===== src/rtl/pc_trap_unit.sv =====
// Program counter, interrupt and exception controller for the single-cycle MIPS core.
// Optional VECTORED_IRQ_EN: each interrupt source enters at IRQ_VECTOR + 8*i instead of IRQ_VECTOR.
module pc_trap_unit #(
    parameter int unsigned NUM_IRQ      = 4,
    parameter int unsigned NUM_EXC      = 3,
    parameter logic [31:0] RESET_VECTOR = 32'h0000_0000,
    parameter logic [31:0] IRQ_VECTOR   = 32'h8000_0004,
    parameter logic [31:0] EXC_VECTOR   = 32'h8000_0008
) (
    input  logic               clk,
    input  logic               reset,
    input  logic               stall,
    input  logic [31:0]        pc_next,
    input  logic               eret,
    input  logic [NUM_IRQ-1:0] irq,
    input  logic [NUM_EXC-1:0] exc,
    input  logic               mask_wr,
    input  logic [NUM_IRQ-1:0] mask_wdata,
    input  logic               sticky_clr,
    output logic [31:0]        pc,
    output logic               kernel,
    output logic [31:0]        epc,
    output logic [7:0]         cause,
    output logic [NUM_IRQ-1:0] irq_pending,
    output logic [NUM_IRQ-1:0] irq_ack,
    output logic [NUM_EXC:0]   exc_sticky,
    output logic               trap_taken
);

    typedef enum logic [2:0] {
        TRAP_NONE,
        TRAP_EXC,
        TRAP_JUMP,
        TRAP_ERET,
        TRAP_IRQ
    } trap_kind_t;

    // Cause codes are 7 bits wide, so the two synthetic exception codes must fit.
    if (NUM_EXC + 2 > 128) begin : g_bad_num_exc
        $error("pc_trap_unit: NUM_EXC + 2 must not exceed 128");
    end
    if (NUM_IRQ < 1 || NUM_IRQ > 32) begin : g_bad_num_irq
        $error("pc_trap_unit: NUM_IRQ must be in 1..32");
    end
    if (NUM_EXC < 1) begin : g_bad_num_exc_min
        $error("pc_trap_unit: NUM_EXC must be at least 1");
    end

    logic [NUM_IRQ-1:0] irq_q;
    logic [NUM_IRQ-1:0] mask;
    logic [NUM_IRQ-1:0] irq_rise;
    logic [NUM_IRQ-1:0] irq_active;
    logic [NUM_IRQ-1:0] irq_onehot;
    logic [NUM_IRQ-1:0] irq_clr;
    logic [NUM_IRQ-1:0] ack_q;
    logic               trap_q;
    logic               irq_any;
    logic               exc_any;
    logic [6:0]         irq_idx;
    logic [6:0]         exc_idx;
    logic               user_go;
    logic               illegal_jump;
    logic [NUM_EXC:0]   sticky_set;
    logic [31:0]        irq_entry;
    logic [31:0]        pc_d;
    logic [31:0]        epc_d;
    logic [7:0]         cause_d;
    trap_kind_t         kind;

    assign kernel       = pc[31];
    assign user_go      = !stall && !pc[31];
    assign illegal_jump = user_go && pc_next[31] && !eret;
    assign irq_rise     = irq & ~irq_q;
    assign irq_active   = irq_pending & mask;
    assign sticky_set   = {illegal_jump, exc};

    // Lowest-index exception source wins.
    always_comb begin
        exc_any = 1'b0;
        exc_idx = '0;
        for (int i = int'(NUM_EXC) - 1; i >= 0; i--) begin
            if (exc[i]) begin
                exc_any = 1'b1;
                exc_idx = 7'(i);
            end
        end
    end

    // Lowest-index enabled pending interrupt wins; the one-hot form drives clear and ack.
    always_comb begin
        irq_any    = 1'b0;
        irq_idx    = '0;
        irq_onehot = '0;
        for (int i = int'(NUM_IRQ) - 1; i >= 0; i--) begin
            if (irq_active[i]) begin
                irq_any       = 1'b1;
                irq_idx       = 7'(i);
                irq_onehot    = '0;
                irq_onehot[i] = 1'b1;
            end
        end
    end

`ifdef VECTORED_IRQ_EN
    assign irq_entry = IRQ_VECTOR + {22'd0, irq_idx, 3'b000};
`else
    assign irq_entry = IRQ_VECTOR;
`endif

    always_comb begin
        kind = TRAP_NONE;
        if (user_go) begin
            if (exc_any) begin
                kind = TRAP_EXC;
            end else if (pc_next[31] && !eret) begin
                kind = TRAP_JUMP;
            end else if (eret) begin
                kind = TRAP_ERET;
            end else if (irq_any) begin
                kind = TRAP_IRQ;
            end
        end
    end

    // Kernel-mode eret returns through epc; every other non-trap cycle follows the datapath.
    always_comb begin
        pc_d    = pc_next;
        epc_d   = epc;
        cause_d = cause;
        irq_clr = '0;
        unique case (kind)
            TRAP_EXC: begin
                pc_d    = EXC_VECTOR;
                epc_d   = pc;
                cause_d = {1'b1, exc_idx};
            end
            TRAP_JUMP: begin
                pc_d    = EXC_VECTOR;
                epc_d   = pc;
                cause_d = {1'b1, 7'(NUM_EXC)};
            end
            TRAP_ERET: begin
                pc_d    = EXC_VECTOR;
                epc_d   = pc;
                cause_d = {1'b1, 7'(NUM_EXC + 1)};
            end
            TRAP_IRQ: begin
                pc_d    = irq_entry;
                epc_d   = pc_next;
                cause_d = {1'b0, irq_idx};
                irq_clr = irq_onehot;
            end
            default: begin
                if (pc[31] && eret) begin
                    pc_d = epc;
                end
            end
        endcase
    end

    always_ff @(posedge clk or posedge reset) begin
        if (reset) begin
            pc    <= RESET_VECTOR;
            epc   <= '0;
            cause <= '0;
        end else if (!stall) begin
            pc    <= pc_d;
            epc   <= epc_d;
            cause <= cause_d;
        end
    end

    // Edge capture, mask and sticky flags run every cycle, even during stall or in kernel mode.
    always_ff @(posedge clk or posedge reset) begin
        if (reset) begin
            irq_q       <= '0;
            irq_pending <= '0;
            mask        <= '1;
            exc_sticky  <= '0;
            ack_q       <= '0;
            trap_q      <= 1'b0;
        end else begin
            irq_q       <= irq;
            irq_pending <= (irq_pending & ~irq_clr) | irq_rise;
            if (mask_wr) begin
                mask <= mask_wdata;
            end
            exc_sticky  <= (sticky_clr ? '0 : exc_sticky) | sticky_set;
            ack_q       <= irq_clr;
            trap_q      <= (kind != TRAP_NONE);
        end
    end

    assign irq_ack    = ack_q & {NUM_IRQ{~stall}};
    assign trap_taken = trap_q & ~stall;

endmodule


===== config.mk =====
export PLATFORM = sky130hd
export DESIGN_NAME = pc_trap_unit
export DESIGN_NICKNAME = d
export VERILOG_FILES = /design/src/rtl/pc_trap_unit.sv
export SDC_FILE = /design/constraint.sdc
export NUM_CORES = 1
export LEC_CHECK = 0
export BUFFER_PORTS_ARGS = -buffer_cell sky130_fd_sc_hd__buf_2
export CAP_MARGIN = 20
export CORE_MARGIN = 1.5
export CORE_UTILIZATION = 55
export DETAILED_ROUTE_END_ITERATION = 6
export GPL_ROUTABILITY_DRIVEN = 1
export PLACE_DENSITY = 0.87
export SETUP_SLACK_MARGIN = 0.5
export SLEW_MARGIN = 20
export SYNTH_ARGS = -nofsm -noshare
export SYNTH_HDL_FRONTEND = slang
export SYNTH_SLANG_ARGS = --single-unit
export TNS_END_PERCENT = 5

===== constraint.sdc =====
create_clock -name clk -period 5 [get_ports clk]
set_clock_uncertainty 0.05 [all_clocks]
set_input_delay 0.25 -clock clk [delete_from_list [all_inputs] [get_ports clk]]
set_output_delay 0.25 -clock clk [all_outputs]
set_load 0.02 [all_outputs]

==> impl_summary.txt <==
----------------------------------------------------
[Synthesis]
  Ys Warns ... 0
  Cells after Synth ... 419
  Avg Inst Size Synth ... 10.3 sq um
  Distinct cells, synth ... 41
  Sequential element share of the synthesized area ... 51.9%
  #FFs+latches synth ... 89
  Synthesized cell area ... 0.00430 sq mm

[Status]
  Status ... finished, final reports clean

[STA]
  Least-Margin Pin Slew ... 0.806 ns
  Final hold viol count ... 0
  RSZ-0062 raised after global routing ... false
  Number of setup violations in the final report ... 0
  Relative slew slack ... 46.3%
  Number of pins with negative max-slew slack in the final report ... 0
  Post-layout min period ... 2.75 ns
  Share of the clock period used by the worst path after layout ... 55.0%
  Achievable frequency ... 363 MHz
  Fin Setup TNS ... 0 ns

[Global routing]
  Vias in the first global route ... 3775
  Global route total overflow ... 0
  Global routing usage summed across all routing layers ... 27.5%
  Initial antenna violation count ... 0
  First-pass GRT wire length ... 18200 um
  Maximum number of pins on one net before global-route repair ... 90

[Setup path]
  Arrival time of data at the critical path endpoint ... 2.94 ns
  Beginning of the critical path ... pc[31]
  Register-to-Register Path Depth ... 5
  Critical path required time ... 5.19 ns
  CP Depth ... 5
  Endpoint of the most critical register-to-register path ... cause[0]
  CP top delay family ... compound AO/OA/AOI/OAI gates
  Critical path buffers and inverters ... 1
  Library cell contributing the largest single delay on the critical path ... sky130_fd_sc_hd__o41a_2
  Critical path start-end classification ... flip-flop to flip-flop
  Crit path cell chain ... nor2_1 -> o41a_2 -> buf_4 -> o221ai_1 -> o21a_1
  Worst setup SP type ... flip-flop
  Delay of the slowest cell on the worst path ... 0.73 ns
  Critical path fanouts, max ... 57
  R2R Path Start ... pc[31]
  Internal reg-to-reg setup slack ... 2.25 ns
  Type of element capturing the critical path ... flip-flop

[Power]
  Max VDD drop ... 0.217 mV
  Overall power consumption ... 0.00205 W
  P_leak ... 2.49 nW
  Power density over the cells ... 394 mW/mm^2

[Route]
  DRC Markers ... 0
  Routed wire per std cell ... 17.4 um
  Per-cell via count in the routed design ... 5.79
  Count of nets left with antenna violations after detail routing ... 0
  Total Routed Length ... 11200 um
  First-pass iteration count of the detailed router ... 4
  Total number of vias ... 3718
  Number of violations reported at the end of detailed-routing iteration 0 ... 203

[Floorplanning]
  Initial core utilization ... 56.3%
  I/O pin cnt ... 135
  DIE WIDTH ... 91.5 um
  Die outline height ... 91.5 um
  Core outline area ... 0.00765 sq mm
  Area of the die ... 0.00836 sq mm
  Num rows ... 32

[Finish]
  Layout cell share with drive strength beyond 1 ... 38.5%
  Design Area, Final ... 0.00521 sq mm
  Top library cells by usage in the layout, fill and taps aside ... sky130_fd_sc_hd__buf_2 (130), sky130_fd_sc_hd__dfrtp_1 (85), sky130_fd_sc_hd__nor2_1 (55), sky130_fd_sc_hd__o21ai_0 (33), sky130_fd_sc_hd__nand3_1 (33)
  Final Util ... 68.1%
  Count of fill cells added during filler insertion ... 604
  Post-synthesis to final-layout area growth ... 21.1%
  Most common cell after layout, fill and taps aside ... sky130_fd_sc_hd__buf_2
  Inserted Diodes ... 0
  Final Net Count ... 584

[CTS]
  CTS tree ... yes
  Total clock sinks ... 89
  H-Tree Level Count ... 3
  Hold_buf cts ... 4
  Setup Buffers After CTS ... 0
  CTS Buffer Depth ... 2
  Clk pin slew, worst setup/hold paths ... 0.10 ns
  Clock latency on the worst-skew pair ... 0.36 ns
  Clk Tree Root Cell ... sky130_fd_sc_hd__clkbuf_8
  Total clock buffers created by CTS ... 9
  Gates resized, CTS repair ... 0

[Place]
  Post-DP Area ... 0.00495 sq mm
  GP Congestion ... 0.809
  Post-DP HPWL ... 7290 um
  # port buffers ... 130

[Worst hold path]
  Type of the worst min-delay path ... input port to async pin

[Flow run]
  Reported max-cap violation count ... 0

----------------------------------------------------
flip-flops by register name, summed over array words and instances (netlist names):
register     flops
epc             32
pc              32
ack_q            4
cause            4
exc_sticky       4
irq_pending      4
irq_q            4
mask             4
trap_q           1
layer usage:
metal | GRT usage [%] | wire length, um
met5 | 0 | 0
met2 | 46.9 | 5720
met4 | 11.5 | 184
met1 | 34.8 | 4660
met3 | 4.10 | 627
final cells by class:
class	count	area, sq um	share of cell area (%)
Clock buffer	11	151	2.91
Clock inverter	5	62.6	1.20
Inverter	9	35.0	0.672
Multi-Input combinational cell	285	1860	35.6
Sequential cell	89	2230	42.8
Tap cell	102	128	2.45
Timing Repair Buffer	141	747	14.3
Yosys cell counts (all sizes together):
| master | n | share of area [%] |
|---|---|---|
| nor3 | 1 | 0.12 |
| a221oi | 1 | 0.20 |
| and3 | 2 | 0.29 |
| or4 | 1 | 0.17 |
| o41a | 1 | 0.26 |
| inv | 9 | 0.78 |
| nor4 | 1 | 0.15 |
| o21ai | 35 | 4.1 |
| or3b | 1 | 0.20 |
| mux2 | 31 | 8.1 |
| dfrtp | 85 | 49 |
| buf | 23 | 3.2 |
| or2 | 2 | 0.29 |
| a21o | 4 | 0.70 |
| o221ai | 1 | 0.20 |
| dfstp | 4 | 2.4 |
| nand4 | 1 | 0.15 |
| or3 | 1 | 0.15 |
| a32oi | 1 | 0.20 |
| a22o | 8 | 1.6 |
| mux2i | 30 | 7.0 |
| a21oi | 2 | 0.23 |
| conb | 1 | 0.087 |
| nor2b | 6 | 0.87 |
| nor2 | 66 | 6.4 |
| nor4b | 1 | 0.20 |
| a31oi | 32 | 4.7 |
| nand2 | 12 | 1.0 |
| o31ai | 3 | 0.76 |
| nand3 | 33 | 3.8 |
| a211oi | 1 | 0.29 |
| o22ai | 1 | 0.15 |
| o21a | 2 | 0.35 |
| clkbuf | 16 | 1.4 |
kinds of logic after synthesis:
family                 after synthesis  synth area share (%)
buffers and inverters               48                  5.41
multiplexers                        61                  15.1
AO/OA/AOI/OAI                       92                  13.7
other                                1                0.0871
flip-flops                          89                  51.9
AND/OR/NAND/NOR                    128                  13.9
power breakdown:
group / internal (W) / total (W) / leakage, nW / switching (W)
clock network: 0.000261 / 0.000526 / 0.102 / 0.000265
logic: 0.000217 / 0.000594 / 1.32 / 0.000377
registers: 0.000840 / 0.000934 / 1.06 / 0.0000935
through the flow:
step | hold slack, ns | setup WS (ns) | instances
after CTS | 0.0585 | 2.26 | 642
after detailed placement | 0.327 | 2.26 | 622
after global placement | 0.322 | 2.33 | 622
after global routing | 0.0761 | 2.02 | 642
after floorplan | 0.231 | 2.40 | 422
final | 0.0501 | 2.25 | 642
worst register-to-register path, delay by kind of cell (launching register included):
| kind | cells | cell delay (ns) |
|---|---|---|
| and+or+nand+nor | 1 | 0.35 |
| buffers and inverters | 1 | 0.64 |
| DFF | 1 | 0.48 |
| AOI/OAI and AO/OA | 3 | 1.11 |
worst max path at each step:
stage                     slack (ns)        to
after detailed placement        2.26  cause[0]
after floorplan                 2.40  ack_q[0]
after CTS                       2.26  cause[0]
final                           2.25  cause[0]
after global placement          2.33  cause[0]
after global routing            2.02  cause[0]
Note: power is estimated with default switching activity, not from simulation.
